==> src/rtl/clk_period_meter.sv <==
// clk_period_meter: measures period (rise to rise) and high time of a slow signal in sclk cycles
module clk_period_meter #(
  parameter int CNT_W = 16,
  parameter logic [CNT_W-1:0] TIMEOUT = CNT_W'(50000),
  parameter bit SYNC_EN = 1'b1
) (
  input  logic             sclk,
  input  logic             rst,
  input  logic             pi_sig,
  input  logic             pi_en,
  output logic [CNT_W-1:0] po_period,
  output logic [CNT_W-1:0] po_high,
  output logic             po_valid,
  output logic             po_timeout,
  output logic             po_stable
);
  typedef enum logic [1:0] {IDLE, ARM, MEAS} state_t;
  state_t r_state, w_state_nxt;
  logic w_s, r_sd, w_rise, w_at_to;
  logic [CNT_W-1:0] r_cnt, w_cnt_nxt, r_hcnt, w_hcnt_nxt, w_period_nxt, w_high_nxt;
  logic w_valid_nxt, w_timeout_nxt, w_stable_nxt;
  localparam logic [CNT_W-1:0] ONE = CNT_W'(1);
  if (SYNC_EN) begin : g_sync
    logic [1:0] r_sync;
    // two-flop synchroniser bringing the asynchronous input into sclk
    always_ff @(posedge sclk) r_sync <= rst ? 2'b00 : {r_sync[0], pi_sig};
    assign w_s = r_sync[1];
  end else begin : g_direct
    assign w_s = pi_sig;
  end
  // one-cycle delayed copy of the input for rising-edge detection
  always_ff @(posedge sclk) r_sd <= rst ? 1'b0 : w_s;
  assign w_rise  = w_s & ~r_sd;
  assign w_at_to = r_cnt == TIMEOUT;
  // next-state and next-output logic; disable overrides everything, a rise beats the timeout
  always_comb begin
    w_state_nxt   = r_state;
    w_cnt_nxt     = r_cnt;
    w_hcnt_nxt    = r_hcnt;
    w_period_nxt  = po_period;
    w_high_nxt    = po_high;
    w_valid_nxt   = 1'b0;
    w_timeout_nxt = 1'b0;
    w_stable_nxt  = po_stable;
    if (!pi_en) begin
      w_state_nxt  = IDLE;
      w_cnt_nxt    = '0;
      w_hcnt_nxt   = '0;
      w_stable_nxt = 1'b0;
    end else begin
      case (r_state)
        IDLE: begin
          w_state_nxt = ARM;
          w_cnt_nxt   = ONE;
        end
        ARM: begin
          w_state_nxt   = w_rise ? MEAS : ARM;
          w_hcnt_nxt    = w_rise ? ONE : r_hcnt;
          w_cnt_nxt     = (w_rise || w_at_to) ? ONE : r_cnt + ONE;
          w_timeout_nxt = !w_rise && w_at_to;
        end
        MEAS: begin
          if (w_rise) begin
            w_period_nxt = r_cnt;
            w_high_nxt   = r_hcnt;
            w_valid_nxt  = 1'b1;
            w_stable_nxt = r_cnt == po_period;
            w_cnt_nxt    = ONE;
            w_hcnt_nxt   = ONE;
          end else if (w_at_to) begin
            w_timeout_nxt = 1'b1;
            w_stable_nxt  = 1'b0;
            w_state_nxt   = ARM;
            w_cnt_nxt     = ONE;
          end else begin
            w_cnt_nxt  = r_cnt + ONE;
            w_hcnt_nxt = r_hcnt + CNT_W'(w_s);
          end
        end
        default: w_state_nxt = IDLE;
      endcase
    end
  end
  // state, counters and registered outputs
  always_ff @(posedge sclk) begin
    if (rst) begin
      r_state    <= IDLE;
      r_cnt      <= '0;
      r_hcnt     <= '0;
      po_period  <= '0;
      po_high    <= '0;
      po_valid   <= 1'b0;
      po_timeout <= 1'b0;
      po_stable  <= 1'b0;
    end else begin
      r_state    <= w_state_nxt;
      r_cnt      <= w_cnt_nxt;
      r_hcnt     <= w_hcnt_nxt;
      po_period  <= w_period_nxt;
      po_high    <= w_high_nxt;
      po_valid   <= w_valid_nxt;
      po_timeout <= w_timeout_nxt;
      po_stable  <= w_stable_nxt;
    end
  end
endmodule

==> config.mk <==
export PLATFORM = sky130hd
export DESIGN_NAME = clk_period_meter
export DESIGN_NICKNAME = d
export VERILOG_FILES = /design/src/rtl/clk_period_meter.sv
export SDC_FILE = /design/constraint.sdc
export NUM_CORES = 1
export LEC_CHECK = 0
export BUFFER_PORTS_ARGS = -buffer_cell sky130_fd_sc_hd__buf_4
export CAP_MARGIN = 20
export CORE_MARGIN = 2
export CORE_UTILIZATION = 29
export DETAILED_ROUTE_END_ITERATION = 6
export HOLD_SLACK_MARGIN = 0.1
export PLACE_DENSITY = 0.51
export SLEW_MARGIN = 20
export SYNTH_ARGS = -nofsm -noshare
export SYNTH_HDL_FRONTEND = slang
export SYNTH_SLANG_ARGS = --single-unit
==> constraint.sdc <==
create_clock -name sclk -period 1.94 [get_ports sclk]
set_input_delay 0.097 -clock sclk [delete_from_list [all_inputs] [get_ports sclk]]
set_output_delay 0.097 -clock sclk [all_outputs]
set_load 0.02 [all_outputs]
== After elaboration in Yosys (flattened, before gate mapping) ==
Cells that the tools add are included.
Word-level totals
  bits in registers: 72
  bits in latches: 0
  RAM bits: 0
  bits in read-only memories: 0
  input bits: 4
  logic and storage cells: 55
  memories kept: 0
Operators by class
  add/sub/neg operators: 2
  multipliers: 0
  divide/modulo/power cells: 0
  magnitude comparators: 0
  equality and inequality tests: 8
  shift-type cells: 0
  mux-type cells: 18
  bitwise gates (word level): 4
  reductions and logical operators: 13
Operators by type and width (number)
  $mux W16: 6
  $pmux W16 S3: 1
  $pmux W16 S2: 1
  $add A16 B1 Y16: 1
  $add A16 B1 Y16 const B: 1
  $eq A16 B16 Y1: 1
  $eq A16 B16 Y1 const B: 1
  $mux W2: 3
  $ne A2 B2 Y1 const B: 3
  $pmux W2 S3: 1
  $reduce_and A3 Y1: 2
  $mux W1: 5
  $reduce_and A2 Y1: 2
  $reduce_bool A2 Y1: 2
  $ne A3 B3 Y1 const B: 1
  $not A1 Y1: 3
  $reduce_bool A3 Y1: 1
  $reduce_or A3 Y1: 1
  $eq A2 B1 Y1 const B: 1
  $eq A2 B2 Y1 const B: 1
  $logic_not A2 Y1: 1
  $pmux W1 S2: 1
  $reduce_or A2 Y1: 1
  $and A1 B1 Y1: 1
  3 further kinds: 3

== Depth between registers and ports, before layout ==
  word-level depth: 5
  mapped depth: 8

== Least setup slack after synthesis ==
No wires, ideal clock.
  kind: register to register
  from: reg r_state[0]
  to: reg r_cnt[11]
  setup time: 0.065 ns
  arrival: 1.715 ns
  data required time: 1.875 ns
  setup slack: 0.160 ns
  cell stages (with the launch flop): 9
  path buffers: 1
  path through: dfxtp_1 -> inv_1 -> ha_1 -> inv_1 -> or3_1 -> nor2b_4 -> o21ai_4 -> buf_6 -> nor2_1
Between the ends
  cells in the longest elaborated chain, start to end: 2
RTL lines
  from (decl): RTL line 18  | state_t r_state, w_state_nxt;
  from (signal assigned): RTL line 96  | r_state <= w_state_nxt;
  $eq A2 B2 Y1, or another cell as far along: RTL line 51  | case (r_state)
  $pmux W16 S3 / $reduce_bool A3 Y1 (equally long branches)
  to (signal assigned): RTL line 97  | r_cnt <= w_cnt_nxt;
  to (decl): RTL line 20  | logic [CNT_W-1:0] r_cnt, w_cnt_nxt, r_hcnt, w_hcnt_nxt, w_period_nxt, w_high_nxt;
Several ways; a longest one is shown, not always the timed one.
A chain may end at the register's enable or synchronous reset.

== Final worst setup path ==
  from: reg r_state[0]
  to: reg r_hcnt[6]
Between the ends
  cells in the longest elaborated chain, start to end: 3
RTL lines
  $eq A2 B2 Y1 / $eq A2 B1 Y1 (equally long branches): RTL line 51
  $ne A3 B3 Y1 (no line), or another cell as far along
  $reduce_and A3 Y1 (no line)
  to (signal assigned): RTL line 98  | r_hcnt <= w_hcnt_nxt;
  to (decl): RTL line 20
Several ways; a longest one is shown, not always the timed one.

==> metrics.md <==
| Metric | Value |
|---|---|
| Met1 Use GR | `18.73%` |
| Lkg Pwr | `1.564 nW` |
| CTS root buf | `clkbuf_16` |
| Total gr overflow | `0` |
| Synth cell types | `51` |
| CTS Buf Count | `9` |
| CTS H-tree lvls | `3` |
| First-iteration detailed-routing DRC count | `150` |
| Worst setup path class | `reg2reg` |
| Critical Path AT | `2090 ps` |
| Seq/Total Area, Yosys | `42.31%` |
| Outcome | `complete, no violations` |
| Core Region | `11,420 sq um` |
| Max Slew Vio Count | `0` |
| Synth Area in Compound Gates | `14.51%` |
| Simple-gate area share of the yosys netlist | `26.81%` |
| Initial antenna violation count | `0` |
| Tcrit/Tclk final | `93.99%` |
| Area share of fa/ha/maj cells after synthesis | `2.938%` |
| Initial Util | `29.84%` |
| #FFs+latches synth | `72` |
| CTS tree | `yes` |
| Vias | `2,978` |
| Die area | `12,630 sq um` |
| Die W | `112.4 um` |
| Worst skew pair latency | `340 ps` |
| Total of max-cap violations | `0` |
| Met3 usage | `3.348%` |
| Reg clk slew, reported paths | `60 ps` |
| Power share of the clock group | `50.0%` |
| Xor-xnor portion of the synthesized cell area | `7.712%` |
| Most frequent cells in the layout | `nand2_1 (85), dfxtp_1 (72), buf_4 (69)` |
| Dpl hpwl | `6.212 mm` |
| Cell Area, Placed | `3960 sq um` |
| Crit path capture type | `flop` |
| Diodes inserted | `0` |
| Syn_nets | `419` |
| Switching Fraction | `21.31%` |
| Most crowded layer after global routing | `met2` |
| Total power per unit cell area | `741.6 nW/um^2` |
| DRC Markers | `0` |
| Comb power frac | `2.9%` |
| Area grow syn2layout | `25.16%` |
| Met2 Usage GRT | `22.85%` |
| Largest net degree at the start of global routing | `38` |
| Critical-path maximum fanout | `5` |
| Syn avg cell area | `8.371 sq um` |
| Row cnt | `39` |
| Worst-Margin Slew | `435.2 ps` |
| Top_reg_cell synth | `dfxtp_1` |
| Post-Route WL | `8.731 mm` |
| GRT Resource Usage Total | `14.44%` |
| Antenna viol nets, final | `0` |
| Worst endpoint required time | `2200 ps` |
| Commonest non-fill, non-tap cell in the layout | `nand2_1` |
| Design area | `4264 sq um` |
| Cell Int Power | `0.002488 W` |
| Proportion of synthesized area in mux cells | `0.2938%` |
| Hold Crit Class | `in2reg` |
| NetSw | `0.0006738 W` |
| First-pass GRT wire length | `14.43 mm` |
| Sum of negative setup slack | `0 ps` |
| Register share of total power | `47.1%` |
| # setup viols final | `0` |
| Main combinational cell family by area after synthesis | `simple AND/OR/NAND/NOR gates` |
| Async set-reset flop share out of synthesis | `0%` |
| Max-slew headroom | `70.76%` |
| Vias in the first global route | `2,867` |
| Vias/cell | `4.874` |
| Clk buf depth | `2` |
| Number of synthesized flops with an enable pin | `0` |
| Synthesized instance count | `407` |
| Mapped Area | `3407 sq um` |
| Worst setup SP type | `flop` |
| CTS sink cnt | `72` |
| DRT Pass-1 Iters | `4` |
| Synth warn | `0` |
| Fin nets | `475` |
| Setup Buffers After CTS | `0` |
| Die span in y | `112.4 um` |
| Fillers | `1,197` |
| DR WL/cell | `14.29 um` |
| I/O Pins | `39` |
| Maximum VDD drop | `0.0004623 V` |
| Skew final | `6.969 ps` |
| Layout cell share with drive strength beyond 1 | `19.87%` |
| I/O Buffers | `38` |
| Final Hold Vio Count | `0` |
| Maximum clock rate | `548.4 MHz` |
| Minimum clock period | `1823 ps` |
| Placer Congestion | `0.8639` |
[power by group through the flow]
stage                     registers, W  clock network [W]  logic (W)
after global placement         0.00152                  0  0.0000891
after floorplan                0.00152                  0  0.0000543
final                          0.00149            0.00158  0.0000932
after CTS                      0.00149            0.00163  0.0000924
after global routing           0.00149            0.00170   0.000103
after detailed placement       0.00152                  0  0.0000902
[final timing paths]
path / slack [ps] / startpoint / end / cells past startpoint
worst max-delay path: 120 / r_state[0] / r_hcnt[6] / 6
worst min-delay path: 190 / rst / g_sync.r_sync[1] / 2
worst max register to register: 120 / r_state[0] / r_hcnt[6] / 6
worst min register to register: 440 / g_sync.r_sync[0] / g_sync.r_sync[1] / 1
[layer usage]
metal	routed length, um	part of all wire, %
met1	4125	47
met2	4092	47
met3	293	3.4
met4	219	2.5
met5	0	0
[sequential cells by signal (all words and copies together) (netlist names)]
signal	flops
po_high	16
r_hcnt	16
po_period	16
r_sd	1
po_timeout	1
r_state	2
po_valid	1
r_cnt	16
po_stable	1
g_sync.r_sync	2
[synthesized netlist by cell type (all sizes together), types with 4 or more instances]
cell type / instances / area (sq um)
a21oi: 47 / 235.2
a31oi: 6 / 37.54
and2: 4 / 25.02
and3: 9 / 56.30
buf: 14 / 102.6
clkbuf: 11 / 41.29
dfxtp: 72 / 1441
ha: 8 / 100.1
inv: 11 / 41.29
nand2: 85 / 319.1
nand3: 7 / 35.03
nand4: 10 / 77.57
nor2: 25 / 93.84
nor2b: 8 / 57.55
nor3: 5 / 25.02
nor4: 4 / 31.28
o21ai: 8 / 51.30
or3: 7 / 43.79
xnor2: 21 / 183.9
xor2: 9 / 78.83
[cells by family (layout without fill, tap and decap cells)]
logic type / count (synthesis) / after routing
AOI/OAI and AO/OA: 81 / 81
xor gates and xnor gates: 30 / 30
adders and majority gates: 8 / 8
buffers and inverters: 36 / 97
DFF: 72 / 72
muxes: 1 / 1
and+or+nand+nor: 179 / 179
[layout make-up]
cell class	instances	area (sq um)	area share, %
multi-input combinational	299	1788	41.93
sequential	72	1441	33.80
timing repair buffer	70	528.0	12.38
clock buffer	14	274.0	6.426
tap	143	178.9	4.196
inverter	11	41.29	0.9683
clock inverter	2	12.51	0.2934
[worst max-delay path: stages, from the launching register on]
cell and delay, ps:
dfxtp_1 360, inv_1 90, ha_1 310, buf_4 140
nand4_1 150, or4_1 530, a31oi_1 160
[through the flow]
stage / worst slack (ps) / std cells / hold slack, ps / total power (W) / utilization (%)
2_1_floorplan: 160.5 / 407 / 225.2 / 0.001576 / -
3_3_place_gp: 125.2 / 594 / 310.8 / 0.001610 / 34.68
3_5_place_dp: 69.08 / 594 / 330.0 / 0.001611 / 34.68
4_1_cts: 40.97 / 611 / 188.3 / 0.003214 / 37.28
5_1_grt: -2.640 / 611 / 218.4 / 0.003289 / 37.34
6_report: 116.6 / 611 / 187.6 / 0.003162 / 37.34
[timing repair]
| action | in CTS | in global routing |
|---|---|---|
| endpoints found under the setup margin | 0 | 22 |
| hold endpoints to repair | 1 | 0 |
| gates resized for setup | 0 | 2 |
| hold buffers | 1 | 0 |
Power figures use the tool's default switching activity.
